### src/rtl/conversor_andar_para_cm.sv
// conversor_andar_para_cm
// Converts a requested floor index into that floor's target height in cm,
// presented as three BCD digits (centenas/dezenas/unidades).
// Height = andar*ALTURA_ANDAR + OFFSET_CM, converted to BCD by a
// 10-iteration shift-add-3 (double-dabble) loop under an iniciar/pronto
// handshake. Start-to-pronto latency is 12 clocks.
//
// Optional build macro CONVERSOR_CM_MEMO_EN: remembers the last successfully
// converted floor; repeating that floor skips the conversion loop and pulses
// pronto after 2 clocks with the digits left as they are.
module conversor_andar_para_cm #(
    parameter int unsigned ALTURA_ANDAR = 30,
    parameter int unsigned OFFSET_CM    = 15,
    parameter int unsigned NUM_ANDARES  = 4
) (
    input  logic       clock,
    input  logic       reset,
    input  logic       iniciar,
    input  logic [1:0] andar,
    output logic [3:0] centenas,
    output logic [3:0] dezenas,
    output logic [3:0] unidades,
    output logic       pronto,
    output logic       ocupado,
    output logic       erro
);

    typedef enum logic [1:0] {
        OCIOSO   = 2'd0,
        CARREGA  = 2'd1,
        CONVERTE = 2'd2,
        FIM      = 2'd3
    } estado_t;

    estado_t     estado, estado_prox;

    logic [1:0]  andar_q;      // floor captured at start, immune to later andar changes
    logic [9:0]  altura;       // binary height, shifted out MSB-first into acc
    logic [11:0] acc;          // three BCD nibbles being built
    logic [11:0] acc_aj;       // acc after the add-3 correction
    logic [3:0]  cnt;          // iteration counter, 0..9
    logic        erro_int;     // error flag of the conversion in progress
    logic        reaproveita;  // conversion skipped: keep the displayed digits

    logic        andar_ok;
    logic [9:0]  altura_calc;
    logic        pula;         // memo hit decided in CARREGA

    assign andar_ok    = (32'(andar_q) < NUM_ANDARES);
    assign altura_calc = 10'(andar_q) * 10'(ALTURA_ANDAR) + 10'(OFFSET_CM);

`ifdef CONVERSOR_CM_MEMO_EN
    logic [1:0]  ultimo_andar;
    logic        valido;

    assign pula = valido && (andar_q == ultimo_andar);
`else
    assign pula = 1'b0;
`endif

    // Double-dabble correction: any nibble >= 5 gets +3 before the shift
    always_comb begin
        acc_aj = acc;
        for (int n = 0; n < 3; n++) begin
            if (acc[4*n +: 4] >= 4'd5)
                acc_aj[4*n +: 4] = acc[4*n +: 4] + 4'd3;
        end
    end

    // State register
    always_ff @(posedge clock) begin
        if (!reset)
            estado <= OCIOSO;
        else
            estado <= estado_prox;
    end

    // Next-state logic
    always_comb begin
        estado_prox = estado;
        case (estado)
            OCIOSO:   if (iniciar) estado_prox = CARREGA;
            CARREGA:  estado_prox = pula ? FIM : CONVERTE;
            CONVERTE: if (cnt == 4'd9) estado_prox = FIM;
            FIM:      estado_prox = OCIOSO;
            default:  estado_prox = OCIOSO;
        endcase
    end

    // Datapath and registered outputs.
    // ocupado is registered so it rises on the edge that leaves CARREGA and
    // falls on the edge that leaves FIM; it is therefore low in the pronto cycle.
    always_ff @(posedge clock) begin
        if (!reset) begin
            andar_q     <= '0;
            altura      <= '0;
            acc         <= '0;
            cnt         <= '0;
            erro_int    <= 1'b0;
            reaproveita <= 1'b0;
            centenas    <= '0;
            dezenas     <= '0;
            unidades    <= '0;
            pronto      <= 1'b0;
            ocupado     <= 1'b0;
            erro        <= 1'b0;
        end else begin
            pronto  <= 1'b0;
            ocupado <= (estado != OCIOSO) && (estado_prox != OCIOSO);
            case (estado)
                OCIOSO: begin
                    if (iniciar)
                        andar_q <= andar;
                end
                CARREGA: begin
                    altura      <= andar_ok ? altura_calc : '0;
                    erro_int    <= !andar_ok;
                    acc         <= '0;
                    cnt         <= '0;
                    reaproveita <= pula;
                end
                CONVERTE: begin
                    {acc, altura} <= {acc_aj, altura} << 1;
                    cnt           <= cnt + 4'd1;
                end
                FIM: begin
                    if (!reaproveita)
                        {centenas, dezenas, unidades} <= acc;
                    erro   <= erro_int;
                    pronto <= 1'b1;
                end
                default: ;
            endcase
        end
    end

`ifdef CONVERSOR_CM_MEMO_EN
    // Memo of the last good conversion; any error conversion invalidates it
    always_ff @(posedge clock) begin
        if (!reset) begin
            ultimo_andar <= '0;
            valido       <= 1'b0;
        end else if (estado == FIM) begin
            valido <= !erro_int;
            if (!erro_int)
                ultimo_andar <= andar_q;
        end
    end
`endif

endmodule

### config.mk
export PLATFORM = sky130hd
export DESIGN_NAME = conversor_andar_para_cm
export DESIGN_NICKNAME = d
export VERILOG_FILES = /design/src/rtl/conversor_andar_para_cm.sv
export SDC_FILE = /design/constraint.sdc
export NUM_CORES = 1
export LEC_CHECK = 0
export CORE_UTILIZATION = 53
export CTS_BUF_LIST = sky130_fd_sc_hd__clkbuf_4 sky130_fd_sc_hd__clkbuf_8
export CTS_CLUSTER_DIAMETER = 200
export CTS_CLUSTER_SIZE = 24
export DETAILED_ROUTE_END_ITERATION = 8
export PLACE_DENSITY = 0.87
export SYNTH_ARGS = -nofsm -noshare
export SYNTH_HDL_FRONTEND = slang
export SYNTH_SLANG_ARGS = --single-unit
### constraint.sdc
create_clock -name clock -period 1.5 [get_ports clock]
set_clock_uncertainty 0.1 [all_clocks]
set_input_delay 0.15 -clock clock [delete_from_list [all_inputs] [get_ports clock]]
set_output_delay 0.15 -clock clock [all_outputs]
set_load 0.02 [all_outputs]
# Word level (Yosys, flattened, before mapping)
# Index checks and enable logic that the tools add are counted.
# totals
ff_bits	44
input_bits	5
out_inout_bits	15
elab_cells	39
# op_classes
add_sub_neg	5
mul	1
magnitude_cmp	3
n_eq_ne	4
muxes	10
reduce_logical	6
# op_table
cell	n
12-bit one-hot mux with 2 select lines	1
10-bit one-hot mux with 2 select lines	1
4-bit by 3-bit greater-or-equal comparator with 1-bit output (second input constant)	3
4-bit by 2-bit adder with 4-bit output (second input constant)	2
7-bit by 4-bit adder with 8-bit output (second input constant)	1
4-bit 2-to-1 mux	2
2-bit one-hot mux with 4 select lines	1
4-bit one-hot mux with 2 select lines	1
2-bit by 4-bit multiplier with 6-bit output (second input constant)	1
2-bit nonzero test	3
4-bit by 1-bit adder with 4-bit output (second input constant)	1
2-bit == test (second input constant)	2
4-bit == test (second input constant)	1
2-bit 2-to-1 mux	2
3-bit by 2-bit adder with 3-bit output (second input constant)	1
3-bit 2-to-1 mux	1
2-bit by 1-bit == test with 1-bit output (second input constant)	1
2-bit logical NOT	1
2-bit AND reduction	1
1-bit logical AND	1
1-bit 2-to-1 mux	1

# Depth between registers and ports, before layout
# depth
word_depth	5
mapped_depth	7

# Least setup slack after synthesis
# OpenSTA, ideal clock, no wires.
# synth_path
path_type	register -> register
startpoint	register estado[1]
endpoint	register altura[3]
setup_time_ps	116
t_arrival_ps	1439
required_ps	1284
setup_slack_ps	-155
stages_incl_launch_ff	6
n_path_buf	2
period_less_slack_ps	1655
path_cell_list	dfxtp_1 inv_1 ha_1 buf_4 buf_2 o211a_1
# synth_via
elab_chain_cells	2
elab_cells_between_ends	4
# synth_rtl
element	line_no	source
start: declaration	35	estado_t estado, estado_prox;
start signal: assignment	75	estado <= estado_prox;
2-bit == test / 2-bit by 1-bit == test with 1-bit output (equally long branches)	110	case (estado)
10-bit one-hot mux with 2 select lines / 2-bit nonzero test (equally long branches)	n/a	
end signal: assignment	116	altura <= andar_ok ? altura_calc : '0;
end signal: assignment	123	{acc, altura} <= {acc_aj, altura} << 1;
end: declaration	38	logic [9:0] altura;
# Several ways; a longest one is shown, not always the timed one.
# A chain may end at the register's enable or synchronous reset.

# Final worst setup path
# layout_path
startpoint	register estado[0]
endpoint	register acc[4]
# layout_via
elab_chain_cells	2
elab_cells_between_ends	4
# layout_rtl
element	line_no	source
2-bit == test / 2-bit by 1-bit == test with 1-bit output (equally long branches)	110	
12-bit one-hot mux with 2 select lines / 2-bit nonzero test (equally long branches)	n/a	
end signal: assignment	123	
end: declaration	39	logic [11:0] acc;
# Several ways; a longest one is shown, not always the timed one.

==> impl_metrics.ini <==
[floorplanning]
die_x_um = 65.26
num_io_pins = 20
fp.dieH_um = 65.26
dieArea_mm2 = 0.004258
core_area_mm2 = 0.003744
start_util = 0.5665
placementRows = 22

[cells_and_area]
drive_above_1_share = 0.2244
antenna_cells = 0
syn_to_final_growth_pct = 25.07
finish.utilization = 0.7086
nNetsFinal = 276

[drt]
viasPerCell = 5.368
drt_first_pass_iters = 4
postRouteWirelength_um = 4387
post_drt_wl_per_cell_um = 14.53
first_iter_violations = 52
via_count = 1621
drc_errors = 0
ant_nets = 0

[hold_path]
min_path_type = input pin to flop

[clock_tree]
clock-sinks = 43
cts.path.max_buffers = 2
numCtsBuffers = 5
htreeDepth = 2
clock-root-buffer = clkbuf_8
path_clk_slew_ps = 80
cts_tree = done
clock_latency_ps = 300

[logic_synthesis]
ys_ff_latch = 43
async_reset_ff_frac = 0
synth_flop_cell = dfxtp_1
synth.yosys.seq_area_share = 0.4059
synth_warnings = 0
synth_top_area_frac = 0.4059
synth_area_mm2 = 0.002121
synth_enable_flop_cells = 0
synth_area_leaders = dfxtp_1 41%, ha_1 11%, mux2i_1 8.5%
syn_area_per_cell_um2 = 9.640
syn_inst = 220
postSynthNetCount = 243
yosysTopAreaCell = dfxtp_1
ys_types = 39

[setup_path]
cp_data_required_time_ps = 1610
worstSetupEndpointType = flop
r2r_setup_slack_ps = 50
startpoint_type = flop
crit_type = flop to flop
critPathMaxFanout = 6
crit_arrival_ps = 1570

[run_status]
outcome = finished clean

[timing]
hold_violations = 0
fin_crit_sh = 0.9676
max_freq_mhz = 689.0
fin_crit_ps = 1451
setup_viol = 0
rsz0062_at_grt = true
finalMaxSlewViolations = 0
hold-worst-slack_ps = 315.3

[placed_design]
port_buffers = 18
place.gp.congestion = 0.7790
dp_hpwl_um = 2808

[global_route]
grt_overflow_total = 0
grt_max_degree = 27
grtUsageTotal = 0.2148
grt_pass1_vias = 1502
grt_pass1_wl_um = 6803
antenna_found_initial = 0

[pwr]
peakVddDrop_mv = 0.6188
p_leak_uw = 0.001181
powerDensity_mw_per_mm2 = 1331

[flow_run]
maxCapViolCount = 0
-- worst paths after layout --
| check | start | endpoint | depth (start not counted) |
|---|---|---|---|
| setup / recovery | estado[0] | acc[4] | 5 |
| hold reg to reg | altura[9] | altura[9] | 2 |
| hold / removal | andar[1] | andar_q[1] | 3 |
| setup reg to reg | estado[0] | acc[4] | 5 |
-- layer usage --
layer / share of wire / vias to the layer above / GRT usage
met5: 0 / - / 0
li1: - / 811 / -
met4: 0.020 / 0 / 0.09783
met3: 0.032 / 9 / 0.05903
met2: 0.49 / 29 / 0.3492
met1: 0.46 / 772 / 0.2621
-- state kept, by name, indices dropped and copies added (netlist names) --
signal and count:
altura 10, acc 12, unidades 4, cnt 4
andar_q 2, dezenas 4, centenas 4, estado 2
pronto 1
-- critical path: stages (launching register included) --
cell	delay [ps]
dfxtp_2	350
inv_2	80
ha_4	310
and2_4	180
nand2_2	100
o31ai_2	250
-- placed cells by master, fill, tap and decap left out, types with 9 or more instances in the layout --
cell and n:
dfxtp_1 35, nor2b_1 18, mux2i_1 18, inv_1 9
ha_1 12, buf_4 18, o21ai_0 9, nand2_1 14
-- area by class of cell --
class	count	area, µm²
tap	48	60.06
timing repair buffer	39	366.6
fill	288	1091
clock buffer	8	103.9
sequential	43	873.3
multi-input combinational	150	1196
inverter	14	52.55
-- cell families (layout without fill, tap and decap cells) --
| kind of cell | after synthesis | after routing | synth area share |
|---|---|---|---|
| xor+xnor | 7 | 7 | 0.02891 |
| fa+ha+maj | 18 | 18 | 0.1062 |
| simple gates | 60 | 60 | 0.1558 |
| other cells | 1 | 1 | 0.001768 |
| mux | 18 | 18 | 0.08495 |
| flops | 43 | 43 | 0.4059 |
| buf+inv | 27 | 61 | 0.06135 |
| compound gates | 46 | 46 | 0.1552 |
-- report_power, final --
part           internal [µW]  switching (µW)
clock network            438             392
registers               1270            77.2
logic                    629             730
total                   2330            1200
-- through the flow --
stage               total power, µW  setup TNS [ps]  setup slack (ps)  cells  instance area [µm²]
floorplan                      2223               0             56.91    220                 2137
global placement               2452               0             43.77    285                 2402
detailed placement             2506          -162.7            -95.63    285                 2402
CTS                            3379               0             2.907    293                 2519
global route                   3736          -39.30            -18.75    302                 2653
finish                         3531               0             48.56    302                 2653
-- synthesized netlist by cell type, types with 2 or more instances --
| library cell | instances |
|---|---|
| a21boi_1 | 4 |
| buf_2 | 5 |
| nand2b_1 | 7 |
| a21oi_2 | 2 |
| xor2_1 | 4 |
| o31ai_1 | 4 |
| nor2b_1 | 18 |
| clkbuf_1 | 3 |
| a21oi_1 | 7 |
| mux2i_1 | 18 |
| nand2_1 | 14 |
| dfxtp_1 | 43 |
| ha_1 | 18 |
| a22o_1 | 3 |
| nor2_1 | 3 |
| o21ai_0 | 9 |
| a32oi_1 | 3 |
| and2_1 | 4 |
| xnor2_1 | 3 |
| buf_4 | 4 |
| nand3_1 | 7 |
| o211a_1 | 3 |
| o21ai_1 | 3 |
| inv_1 | 14 |
| a21boi_0 | 3 |
-- what timing repair did --
item	in CTS	in global routing
setup buffers	0	9
gates cloned	0	0
endpoints found under the setup margin	17	19
pin swaps	2	7
gates resized for setup	16	27
hold buffers	0	0
No activity file was read; power rests on OpenSTA's default activity.
